`src/rtl/dmem_access_ctrl_pkg.sv`:
```
// -----------------------------------------------------------------------------
// dmem_access_ctrl_pkg
// Shared constants for the data-memory access controller:
//   - access size encodings (SZ_BYTE / SZ_HALF / SZ_WORD; 2'b11 behaves as word)
//   - FSM state encoding (ST_IDLE / ST_REQ / ST_RESP)
//   - word-aligned bus address mask
//   - is_misaligned(): alignment test used when MISALIGN_TRAP_EN is defined
// -----------------------------------------------------------------------------
package dmem_access_ctrl_pkg;

  localparam logic [1:0] SZ_BYTE = 2'b00;
  localparam logic [1:0] SZ_HALF = 2'b01;
  localparam logic [1:0] SZ_WORD = 2'b10;

  localparam logic [1:0] ST_IDLE = 2'd0;
  localparam logic [1:0] ST_REQ  = 2'd1;
  localparam logic [1:0] ST_RESP = 2'd2;

  localparam logic [31:0] ADDR_WORD_MASK = 32'hFFFF_FFFC;

  // Byte accesses can never be misaligned; size 2'b11 is checked as a word.
  function automatic logic is_misaligned(input logic [1:0] size,
                                         input logic [1:0] addr_lsb);
    logic mis;
    case (size)
      SZ_BYTE: mis = 1'b0;
      SZ_HALF: mis = addr_lsb[0];
      default: mis = (addr_lsb != 2'b00);
    endcase
    return mis;
  endfunction

endpackage

```
`src/rtl/dmem_access_ctrl_store_align.sv`:
```
// -----------------------------------------------------------------------------
// dmem_access_ctrl_store_align  (store_align)
// Combinational byte-lane alignment of store data and byte-write mask.
// Ports:
//   store_i     : 1 = store, 0 = load (loads get an all-zero mask)
//   size_i      : access size (byte / half / word, 2'b11 treated as word)
//   addr_lsb_i  : byte address bits [1:0]
//   wdata_i     : unaligned store data (rs2)
//   wdata_o     : data replicated into every lane it may land in
//   mask_o      : byte-write enables, bit n = byte lane n
// -----------------------------------------------------------------------------
module dmem_access_ctrl_store_align
  import dmem_access_ctrl_pkg::*;
(
  input  logic        store_i,
  input  logic [1:0]  size_i,
  input  logic [1:0]  addr_lsb_i,
  input  logic [31:0] wdata_i,
  output logic [31:0] wdata_o,
  output logic [3:0]  mask_o
);

  logic [3:0] mask_raw;

  always_comb begin
    wdata_o  = wdata_i;
    mask_raw = 4'b1111;
    case (size_i)
      SZ_BYTE: begin
        wdata_o  = {4{wdata_i[7:0]}};
        mask_raw = 4'b0001 << addr_lsb_i;
      end
      SZ_HALF: begin
        wdata_o  = {2{wdata_i[15:0]}};
        // addr[0] is ignored here: a misaligned half still lands in the
        // half selected by addr[1].
        mask_raw = addr_lsb_i[1] ? 4'b1100 : 4'b0011;
      end
      default: begin
        wdata_o  = wdata_i;
        mask_raw = 4'b1111;
      end
    endcase
    mask_o = store_i ? mask_raw : 4'b0000;
  end

endmodule

```
`src/rtl/dmem_access_ctrl.sv`:
```
// -----------------------------------------------------------------------------
// dmem_access_ctrl
// Data-memory access controller between the execute stage and the dmem bus.
// One op at a time: IDLE accepts, REQ holds the bus request until ack or
// timeout, RESP is a single-cycle completion (done_out or err_out).
//
// Parameter:
//   TIMEOUT_CYCLES : cycles REQ may wait for dmem_ack_in (1..255)
// Optional build macro:
//   MISALIGN_TRAP_EN : misaligned half/word ops trap (err_out) without a bus
//                      request; when undefined they are issued as normal.
// Ports:
//   clk_in, rst_n_in            : clock, async active-low reset
//   req_valid_in/req_ready_out  : op handshake from execute (ready only in IDLE)
//   req_store_in, req_addr_in, req_size_in, req_wdata_in : op fields
//   dmem_req_out, dmem_we_out, dmem_addr_out, dmem_wdata_out, dmem_mask_out
//                               : bus request, held stable while in REQ
//   dmem_ack_in, dmem_rdata_in  : bus completion and read data
//   ld_data_out, ld_addr_lsb_out: last captured load word and its addr[1:0]
//   done_out, err_out           : one-cycle completion / error pulses
//   busy_out                    : high whenever not IDLE (pipeline stall)
// -----------------------------------------------------------------------------
module dmem_access_ctrl
  import dmem_access_ctrl_pkg::*;
#(
  parameter int unsigned TIMEOUT_CYCLES = 255
)(
  input  logic        clk_in,
  input  logic        rst_n_in,
  input  logic        req_valid_in,
  output logic        req_ready_out,
  input  logic        req_store_in,
  input  logic [31:0] req_addr_in,
  input  logic [1:0]  req_size_in,
  input  logic [31:0] req_wdata_in,
  output logic        dmem_req_out,
  output logic        dmem_we_out,
  output logic [31:0] dmem_addr_out,
  output logic [31:0] dmem_wdata_out,
  output logic [3:0]  dmem_mask_out,
  input  logic        dmem_ack_in,
  input  logic [31:0] dmem_rdata_in,
  output logic [31:0] ld_data_out,
  output logic [1:0]  ld_addr_lsb_out,
  output logic        done_out,
  output logic        err_out,
  output logic        busy_out
);

  localparam logic [7:0] TIMEOUT_LIM = 8'(TIMEOUT_CYCLES);

  logic [1:0]  state_q, state_d;
  logic [7:0]  cnt_q, cnt_d;
  logic        store_q, store_d;
  logic [31:0] addr_q, addr_d;
  logic [31:0] wdata_q, wdata_d;
  logic [3:0]  mask_q, mask_d;
  logic        err_q, err_d;
  logic [31:0] ld_data_q, ld_data_d;
  logic [1:0]  ld_lsb_q, ld_lsb_d;

  logic [31:0] align_wdata;
  logic [3:0]  align_mask;

  dmem_access_ctrl_store_align u_store_align (
    .store_i    (req_store_in),
    .size_i     (req_size_in),
    .addr_lsb_i (req_addr_in[1:0]),
    .wdata_i    (req_wdata_in),
    .wdata_o    (align_wdata),
    .mask_o     (align_mask)
  );

  // The access size is folded into the latched wdata/mask at accept time,
  // so it does not need its own register.
  always_comb begin
    state_d   = state_q;
    cnt_d     = cnt_q;
    store_d   = store_q;
    addr_d    = addr_q;
    wdata_d   = wdata_q;
    mask_d    = mask_q;
    err_d     = err_q;
    ld_data_d = ld_data_q;
    ld_lsb_d  = ld_lsb_q;

    case (state_q)
      ST_IDLE: begin
        if (req_valid_in) begin
          store_d = req_store_in;
          addr_d  = req_addr_in;
          wdata_d = align_wdata;
          mask_d  = align_mask;
          cnt_d   = 8'd0;
          err_d   = 1'b0;
`ifdef MISALIGN_TRAP_EN
          if (is_misaligned(req_size_in, req_addr_in[1:0])) begin
            state_d = ST_RESP;
            err_d   = 1'b1;
          end else begin
            state_d = ST_REQ;
          end
`else
          state_d = ST_REQ;
`endif
        end
      end

      ST_REQ: begin
        // An ack in the same cycle the limit is reached still wins.
        if (dmem_ack_in) begin
          state_d = ST_RESP;
          err_d   = 1'b0;
          if (!store_q) begin
            ld_data_d = dmem_rdata_in;
            ld_lsb_d  = addr_q[1:0];
          end
        end else begin
          cnt_d = cnt_q + 8'd1;
          if (cnt_q + 8'd1 == TIMEOUT_LIM) begin
            state_d = ST_RESP;
            err_d   = 1'b1;
          end
        end
      end

      ST_RESP: state_d = ST_IDLE;

      default: state_d = ST_IDLE;
    endcase
  end

  always_ff @(posedge clk_in or negedge rst_n_in) begin
    if (!rst_n_in) begin
      state_q   <= ST_IDLE;
      cnt_q     <= 8'd0;
      store_q   <= 1'b0;
      addr_q    <= 32'd0;
      wdata_q   <= 32'd0;
      mask_q    <= 4'd0;
      err_q     <= 1'b0;
      ld_data_q <= 32'd0;
      ld_lsb_q  <= 2'd0;
    end else begin
      state_q   <= state_d;
      cnt_q     <= cnt_d;
      store_q   <= store_d;
      addr_q    <= addr_d;
      wdata_q   <= wdata_d;
      mask_q    <= mask_d;
      err_q     <= err_d;
      ld_data_q <= ld_data_d;
      ld_lsb_q  <= ld_lsb_d;
    end
  end

  assign req_ready_out   = (state_q == ST_IDLE);
  assign busy_out        = (state_q != ST_IDLE);
  assign dmem_req_out    = (state_q == ST_REQ);
  // Write enable and mask only qualify an active request.
  assign dmem_we_out     = dmem_req_out & store_q;
  assign dmem_mask_out   = dmem_req_out ? mask_q : 4'b0000;
  assign dmem_addr_out   = addr_q & ADDR_WORD_MASK;
  assign dmem_wdata_out  = wdata_q;
  assign done_out        = (state_q == ST_RESP) & ~err_q;
  assign err_out         = (state_q == ST_RESP) &  err_q;
  assign ld_data_out     = ld_data_q;
  assign ld_addr_lsb_out = ld_lsb_q;

endmodule

```
`config.mk`:
```
export PLATFORM = sky130hd
export DESIGN_NAME = dmem_access_ctrl
export DESIGN_NICKNAME = d
export VERILOG_FILES = /design/src/rtl/dmem_access_ctrl_pkg.sv /design/src/rtl/dmem_access_ctrl_store_align.sv /design/src/rtl/dmem_access_ctrl.sv
export SDC_FILE = /design/constraint.sdc
export NUM_CORES = 1
export LEC_CHECK = 0
export CAP_MARGIN = 0
export CORE_MARGIN = 2
export CORE_UTILIZATION = 25
export CTS_BUF_LIST = sky130_fd_sc_hd__clkbuf_2 sky130_fd_sc_hd__clkbuf_4 sky130_fd_sc_hd__clkbuf_8
export DETAILED_ROUTE_END_ITERATION = 12
export PLACE_DENSITY = 0.55
export SYNTH_ARGS = -nofsm -noshare
export SYNTH_HDL_FRONTEND = slang
export SYNTH_SLANG_ARGS = --single-unit
```
`constraint.sdc`:
```
create_clock -name clk_in -period 1.5 [get_ports clk_in]
set_input_delay 0.15 -clock clk_in [delete_from_list [all_inputs] [get_ports clk_in]]
set_output_delay 0.15 -clock clk_in [all_outputs]
set_load 0.03 [all_outputs]
```
Yosys cells after proc, flatten, opt, wreduce, memory -nomap -nowiden
Index checks and enable logic that the tools add are counted.
{"block": "op_classes", "addsub": 1, "eq_ne": 7, "shift": 1, "mux": 16, "n_bitwise": 5, "reduce_logical": 9}
{"operator": "case mux 32 bit (2 select lines)", "count": 1}
{"operator": "2-to-1 mux 8 bit", "count": 2}
{"operator": "case mux 8 bit (2 select lines)", "count": 1}
{"operator": "2-to-1 mux 4 bit", "count": 3}
{"operator": "AND reduction 3 bit", "count": 3}
{"operator": "adder 8 x 1 -> 8 bit, second input constant", "count": 1}
{"operator": "== test 8 bit, second input constant", "count": 1}
{"operator": "case mux 4 bit (2 select lines)", "count": 1}
{"operator": "2-to-1 mux 2 bit", "count": 3}
{"operator": "== test 2 x 1 -> 1 bit, second input constant", "count": 2}
{"operator": "zero test 2 bit", "count": 2}
{"operator": "!= test 2 bit, second input constant", "count": 2}
{"operator": "case mux 2 bit (2 select lines)", "count": 1}
{"operator": "AND reduction 2 bit", "count": 2}
{"operator": "nonzero test 2 bit", "count": 2}
{"operator": "left shift 1 x 2 -> 4 bit, first input constant", "count": 1}
{"operator": "AND 1 bit", "count": 3}
{"operator": "2-to-1 mux 1 bit", "count": 3}
{"operator": "!= test 3 x 1 -> 1 bit, second input constant", "count": 1}
{"operator": "== test 2 bit, second input constant", "count": 1}
{"operator": "NOT 1 bit", "count": 2}
{"operator": "case mux 1 bit (2 select lines)", "count": 1}
{"block": "word_totals", "reg_bits": 114, "input_bits": 103, "out_inout_bits": 108, "wordCells": 48}

Logic depth before layout (Yosys ltp)
Gate-level depths: netlist of run 1.
{"block": "logic_depth", "depth_word": 5, "depth_mapped": 6, "mapped_depth_nobuf": 5}

Cells and area by module
Synthesis of run 1 repeated with hierarchy kept, for this count alone.
{"block": "unflattened", "cells_unflattened": 394, "hier_area_um2": 5240.0}
{"module": "dmem_access_ctrl", "instances": 1, "cells_each": 330, "area_per_inst_um2": 4725.8, "seq_area_each_um2": 2852.7}
{"module": "dmem_access_ctrl_store_align", "instances": 1, "cells_each": 64, "area_per_inst_um2": 514.2, "seq_area_each_um2": 0.0}

Worst setup path before layout of run 1
No wires, ideal clock.
{"block": "synth_path", "path_kind": "register to register", "start": "register state_q[0]", "end": "register ld_data_q[21], in the netlist ld_data_out[21]", "setup_time_ps": 125, "arrival_ps": 1628, "required_ps": 1375, "path_slack_ps": -253, "stages_incl_launch_ff": 7, "n_path_buf": 2, "synth_period_minus_slack_ps": 1753, "path_cell_list": "dfrtp_1 > nor2b_1 > buf_4 > inv_2 > nor3b_4 > buf_6 > mux2_2"}
{"block": "synth_via", "elab_chain_len": 2}
{"element": "start: declaration", "line": "dmem_access_ctrl.sv:52", "rtl": "logic [1:0] state_q, state_d;"}
{"element": "start signal: assignment", "line": "dmem_access_ctrl.sv:145", "rtl": "state_q <= state_d;"}
{"element": "== test 2 x 1 -> 1 bit"}
{"element": "net dmem_req_out", "line": "dmem_access_ctrl.sv:36", "rtl": "output logic dmem_req_out,"}
{"element": "AND reduction 3 bit (no source line)"}
{"element": "end signal: assignment", "line": "dmem_access_ctrl.sv:152", "rtl": "ld_data_q <= ld_data_d;"}
{"element": "end: declaration", "line": "dmem_access_ctrl.sv:59", "rtl": "logic [31:0] ld_data_q, ld_data_d;"}
The timed path passes the listed nets, and every way through them passes these cells.
A chain may end at the register's enable or synchronous reset.

Final worst setup path of run 1
{"block": "layout_path", "start": "register state_q[1]", "end": "register ld_data_q[26], in the netlist ld_data_out[26]"}
{"block": "layout_via", "elab_chain_len": 2}
{"element": "== test 2 x 1 -> 1 bit", "line": "dmem_access_ctrl.sv:87", "rtl": "case (state_q)"}
{"element": "AND reduction 3 bit (no source line)"}
No other way between the ends.

==> summary.txt, run 1 <==
Outcome
  – Status: finished, violations left
  – Failing checks: setup timing

Clock network
  – Clock sinks: between 100 and 150
  – Root Buffer: clkbuf_8
  – Worst skew pair latency: 0.44 ns
  – CTS max path bufs: 2
  – TritonCTS buffer count: 17
  – Reg clk slew, reported paths: 0.08 ns
  – CTS tree: yes
  – Depth of the CTS H-tree: 4

Placed design
  – Placed cell area: 7577 µm²
  – Placed Instances: 954
  – Pre-CTS setup slack: -0.2282 ns
  – Port-buffer cells: 208
  – DP HPWL: about 10,000 µm
  – Gpl congestion: 0.7764

Power and ir drop
  – IR drop worst, VDD: 0.0007106 V
  – Leak: 4.020 nW
  – Cell Pwr Density: ~1900 nW/µm²

Worst setup path
  – Worst r2r dst: ld_data_out[26]
  – Critical path endpoint category: register
  – Max Fanout on Critical Path: 8
  – RR Startpoint: state_q[1]
  – CP Launch Type: register
  – Req. time, crit path: 1.82 ns
  – Crit path arrival time: 2.00 ns
  – Crit path from: state_q[1]
  – Crit Path Category: register to register
  – Worst r2r path cells: 7
  – R2r setup slk: -0.18 ns
  – CP endpoint: ld_data_out[26]

Detailed routing
  – Final wirelength: 16,350 µm
  – Drt wl/cell: roughly 16 µm
  – DRC Markers: 0
  – Vias/cell: 4.281
  – Drt initial violations: 167
  – Via count: 4,332
  – Post-DRT Antenna Nets: 0
  – Detailed-router iteration count before antenna repair: 6

STA
  – Final Cycle Share: 111.7%
  – Max Fclk: 596.6 MHz
  – Final TNS setup: -6.803 ns
  – Rel. slew slack: 58.44%
  – Fin. Hold Viols: 0
  – Final worst setup slack: -0.1761 ns
  – Slew Limit Fails: 0
  – Worst Tran Pin Value: 0.6235 ns
  – Unrepaired setup endpoints after global routing: yes
  – Clk_skew: 0.01431 ns
  – Worst Hold Slack: 0.2311 ns
  – Clock period minus worst slack: approximately 1.7 ns
  – Setup violations, final: 74

Floorplan
  – IO Pins: approximately 210
  – Full die area: 21,470 µm²
  – Die H: about 150 µm
  – Row count: 52
  – Die X-Extent: 146.5 µm
  – Core box area: roughly 20,000 µm²
  – Initial core utilization: between 20% and 30%

Final layout
  – Final-layout fill cell count: 1,920
  – Layout Cells excl Fill: 1,012
  – Nets: 833
  – Final Instance Area: 8553 µm²
  – Area Growth Syn to Fin: 68.46%
  – Reg area: about 2900 µm²
  – Area taken by multi-input logic gates: approximately 2100 µm²
  – Layout cells sized above 1: about 23%

Global routing
  – Total track usage: 13.96%
  – GR Overflow Total: 0
  – First-pass GRT wire length: 23,730 µm
  – Pin count of the biggest net entering global routing: 115
  – Initial antenna violation count: 1
  – Number of global-route vias before repair: 4,474

Logic synthesis
  – Sequential share of the synthesized area: between 50 and 60%
  – Cells after synthesis: 499
  – Top cell type's share of synthesized area: 56.19%
  – Synth async-reset ratio: 100.0%
  – EDFF count, synth: 0
  – Yosys warning total: 0
  – Yosys reg bits: 114
  – Most common flop cell mapped by yosys: dfrtp_1
  – Yosys cell types: 39
  – Post-synth top cells: 143 x nand2_1, 114 x dfrtp_1, 33 x buf_4
  – Mean Syn Cell Area: 10.18 µm²
  – Cell Area, Synth: 5077 µm²
  – Cell with the most instances after synthesis: nand2_1
  – Area leader, netlist: dfrtp_1
  – Ranking of synthesized cells by area: dfrtp_1 56%, nand2_1 11%, mux2_2 6.9%

Hold path
  – Hold crit path type: input port to register

Job
  – Max cap viols: 0
## worst max-delay path, stage by stage, from the launching register on
cell       delay, ns
dfrtp_1         0.43
nor2b_4         0.15
buf_6           0.11
inv_4           0.03
nor3b_4         0.18
buf_6           0.17
clkbuf_16       0.18
mux2_4          0.30
## state kept, by name, summed over array words and instances (netlist names)
| name | flops |
|---|---|
| store_q | 1 |
| addr_q | 32 |
| ld_addr_lsb_out | 2 |
| err_q | 1 |
| cnt_q | 8 |
| ld_data_out | 32 |
| dmem_wdata_out | 32 |
| state_q | 2 |
| mask_q | 4 |
## timing repair
action                     4_1_cts  5_1_grt
hold buffers                     1        0
setup buffers                    5        5
setup endpoints to repair      149       67
pin swaps                        7        8
resized for setup              127       52
hold endpoints to repair       114        0
gates cloned                     1       13
## cells in the final DEF, fill, tap and decap left out, types with 3 or more instances in the layout
cell type,n
o31ai_2,3
a21oi_1,28
o21ai_0,10
dfrtp_2,4
clkinvlp_4,6
mux2i_1,25
clkbuf_8,17
dfrtp_1,110
and2_4,4
dlygate4sd2_1,96
buf_6,12
nand2_1,136
buf_4,28
o21ai_1,9
mux2_4,18
o21ai_2,5
buf_8,3
clkbuf_16,11
clkdlybuf4s50_1,101
clkinv_4,4
nor2_1,31
buf_12,13
bufinv_16,3
mux2_2,14
nand2_2,5
## per-stage QoR
step / utilization [%] / total power [W]
2_1_floorplan: - / 0.009649
3_3_place_gp: 37.69 / 0.01276
3_5_place_dp: 37.69 / 0.01289
4_1_cts: 40.10 / 0.01541
5_1_grt: 42.54 / 0.01693
6_report: 42.54 / 0.01597
## cells by family (layout without fill, tap and decap cells)
group,after synthesis,count (layout),share of synthesized area (%)
XOR/XNOR,3,3,0.5176
adder cells (fa/ha/maj),2,2,0.4928
other,1,3,0.07386
AND/OR/NAND/NOR,197,197,16.07
buffers and inverters,61,302,7.442
AO/OA/AOI/OAI,62,62,6.752
flip-flops,114,114,56.19
multiplexers,59,59,12.47
## where the power goes
group,switching (W),internal [W]
registers,0.000718,0.00434
logic,0.00458,0.00325
clock network,0.00142,0.00166
total,0.00671,0.00925
## worst min-delay path by stage
stage,start,end,slack [ns],cells past startpoint
6_report,req_addr_in[26],addr_q[26],0.23,3
3_5_place_dp,rst_n_in,ld_data_out[30],0.30,2
2_1_floorplan,rst_n_in,addr_q[0],-0.15,0
3_3_place_gp,rst_n_in,cnt_q[4],0.29,2
4_1_cts,req_addr_in[31],addr_q[31],0.19,3
5_1_grt,req_addr_in[26],addr_q[26],0.19,3
## routing by layer
layer,up-vias,track usage [%],wire (µm)
li1,2076,-,-
met1,2077,16.56,6935
met2,158,22.36,7904
met3,21,5.813,1239
met4,0,5.922,271
met5,-,0,0
## area by class of cell
class                      instances  area share [%]
antenna                            1         0.02926
timing repair buffer             266           32.97
multi-input combinational        325           24.49
inverter                           4          0.2487
sequential                       114           33.41
clock buffer                      17           2.736
tap                              270           3.950
clock inverter                    15           2.165
Power figures use the tool's default switching activity.
==> inputs of run 2 (changes only) <==
--- a/config.mk
+++ b/config.mk
@@ -10,7 +10,9 @@
 export CORE_UTILIZATION = 25
 export CTS_BUF_LIST = sky130_fd_sc_hd__clkbuf_2 sky130_fd_sc_hd__clkbuf_4 sky130_fd_sc_hd__clkbuf_8
 export DETAILED_ROUTE_END_ITERATION = 12
+export GPL_TIMING_DRIVEN = 0
 export PLACE_DENSITY = 0.55
+export SLEW_MARGIN = 20
 export SYNTH_ARGS = -nofsm -noshare
 export SYNTH_HDL_FRONTEND = slang
 export SYNTH_SLANG_ARGS = --single-unit
==> run 2 against run 1 <==
The flow still finishes with violations (setup timing); first-iteration DRC count fell by 2.4%; register-to-register slack barely moved; sequential share of layout area fell by 1.4 points; via count rose by 2.7%; critical path type is now register to primary output.
==> summary.txt, run 2 (synthesis gave the netlist of run 1 again) <==
Outcome
  – Status: finished, violations left
  – Failing checks: setup timing

Worst setup path
  – Crit-path leading delay family: buffers and inverters
  – Worst r2r dst: ld_data_out[22]
  – Crit path arrival time: 1.55 ns
  – Worst path depth: 5
  – Max Fanout on Critical Path: 4
  – RR Startpoint: state_q[0]
  – Slowest stage delay, CP: 0.42 ns
  – R2r setup slk: -0.19 ns
  – Crit Path Category: register to primary output
  – CP Launch Type: register
  – Critical path endpoint category: primary output
  – Cell mode on critical path: buf_4
  – Worst r2r path cells: 7
  – CP endpoint: dmem_we_out
  – Crit path from: state_q[0]
  – CP cell instances: nor2b_1 > buf_4 > buf_4 > and2_4 > buf_6
  – Req. time, crit path: 1.35 ns
  – WP buf/inv: 3
  – Slowest cell on the critical path: dfrtp_1

Global routing
  – GR Overflow Total: 0
  – Number of global-route vias before repair: 4,519
  – Pin count of the biggest net entering global routing: just under 60
  – First-pass GRT wire length: around 24,000 µm
  – Initial antenna violation count: 0
  – Total track usage: 14.48%

STA
  – Max Fclk: slightly below 600 MHz
  – Worst Tran Pin Value: about 0.9 ns
  – Final Cycle Share: 113.5%
  – Worst Hold Slack: between 0.2 and 0.25 ns
  – Unrepaired setup endpoints after global routing: yes
  – Setup violations, final: between 100 and 150
  – Slew Limit Fails: 0
  – Rel. slew slack: between 30 and 40%
  – Final worst setup slack: -0.2029 ns
  – Clock period minus worst slack: about 1.7 ns
  – Clk_skew: 0.01278 ns
  – Fin. Hold Viols: 0

Clock network
  – CTS tree: yes
  – Root Buffer: clkbuf_8
  – TritonCTS buffer count: 17
  – Clock sinks: 114
  – Worst skew pair latency: 0.44 ns
  – CTS max path bufs: 2
  – Depth of the CTS H-tree: 4
  – Reg clk slew, reported paths: 0.07 ns

Detailed routing
  – Detailed-router iteration count before antenna repair: 5
  – Via count: 4,450
  – Drt wl/cell: 15.57 µm
  – Drt initial violations: 163
  – Vias/cell: roughly 4.2
  – Final wirelength: ~16,000 µm
  – DRC Markers: 0
  – Post-DRT Antenna Nets: 0

Power and ir drop
  – Cell Pwr Density: 1896 nW/µm²
  – Pwr Total: 0.01693 W
  – IR drop worst, VDD: 0.0007369 V
  – Leak: 4.234 nW

Final layout
  – Area taken by multi-input logic gates: 2136 µm²
  – Most frequent cells in the layout: 139 x nand2_1, 108 x dfrtp_1, 101 x clkdlybuf4s50_1
  – Commonest non-fill, non-tap cell in the layout: nand2_1
  – Inserted Diodes: 0
  – Final Instance Area: 8927 µm²
  – Area Growth Syn to Fin: 75.83%
  – Reg area: 2860 µm²
  – Final-layout fill cell count: 1,935
  – Layout cells sized above 1: 28.39%
  – Nets: 874

Hold path
  – Hold Crit Depth: 3
  – Hold crit path type: input port to register

Floorplan
  – IO Pins: 211
  – Die X-Extent: ~150 µm
  – Core box area: 20,100 µm²
  – Full die area: between 20,000 and 25,000 µm²
  – Die H: 146.5 µm
  – Row count: between 50 and 60
  – Initial core utilization: 25.26%

Placed design
  – Pre-CTS setup slack: -0.8225 ns
  – Port-buffer cells: 208
  – DP HPWL: ~11,000 µm
  – Placed cell area: 7579 µm²
  – Gpl congestion: 0.7525

Job
  – Max cap viols: 0
run 2: timing repair:
item,in CTS,in global routing
setup endpoints to repair,220,138
pin swaps,6,18
resized for setup,231,119
endpoints found under the hold margin,56,0
buffers inserted,17,14
hold buffers,1,0
cloned,0,12
run 2: how the worst min path moves through the flow:
stage	from	to	slack, ns
2_1_floorplan	rst_n_in	addr_q[0]	-0.15
3_3_place_gp	dmem_wdata_out[3]	dmem_wdata_out[3]	0.46
3_5_place_dp	rst_n_in	ld_data_out[26]	0.17
4_1_cts	req_addr_in[12]	addr_q[12]	0.20
5_1_grt	req_addr_in[24]	addr_q[24]	0.20
6_report	req_addr_in[7]	addr_q[7]	0.24
run 2: layout make-up:
cell class              count  area share [%]
well taps                 270           3.784
flip-flops and latches    114           32.04
clock inverters            10           2.018
repair buffers            252           28.52
plain buffers              54           6.195
multi-input cells         326           23.92
clock buffers              22           3.252
inverters                   4          0.2663
run 2: routing by layer:
layer | vias up | track usage [%] | share of wire [%]
met2 | 160 | 22.81 | 47
met3 | 21 | 5.625 | 7.7
met1 | 2118 | 18.18 | 44
li1 | 2151 | - | -
met4 | 0 | 5.049 | 1.5
met5 | - | 0 | 0
run 2: stage by stage:
step / util, % / std cells / TNS, ns
2_1_floorplan: - / 500 / -13.55
3_3_place_gp: 37.55 / 978 / -592.09
3_5_place_dp: 37.70 / 979 / -64.32
4_1_cts: 41.16 / 1027 / -17.57
5_1_grt: 44.41 / 1052 / -20.53
6_report: 44.41 / 1052 / -10.46
run 2: worst min-delay path, delay by kind of cell:
kind	cells	cell delay (ns)
and+or+nand+nor	2	0.09
buffers and inverters	1	0.39
run 2: where the power goes:
group	internal (W)	switching (W)	total (W)
Combinational	0.00377	0.00470	0.00847
Sequential	0.00434	0.000681	0.00503
Clock	0.00214	0.00129	0.00343
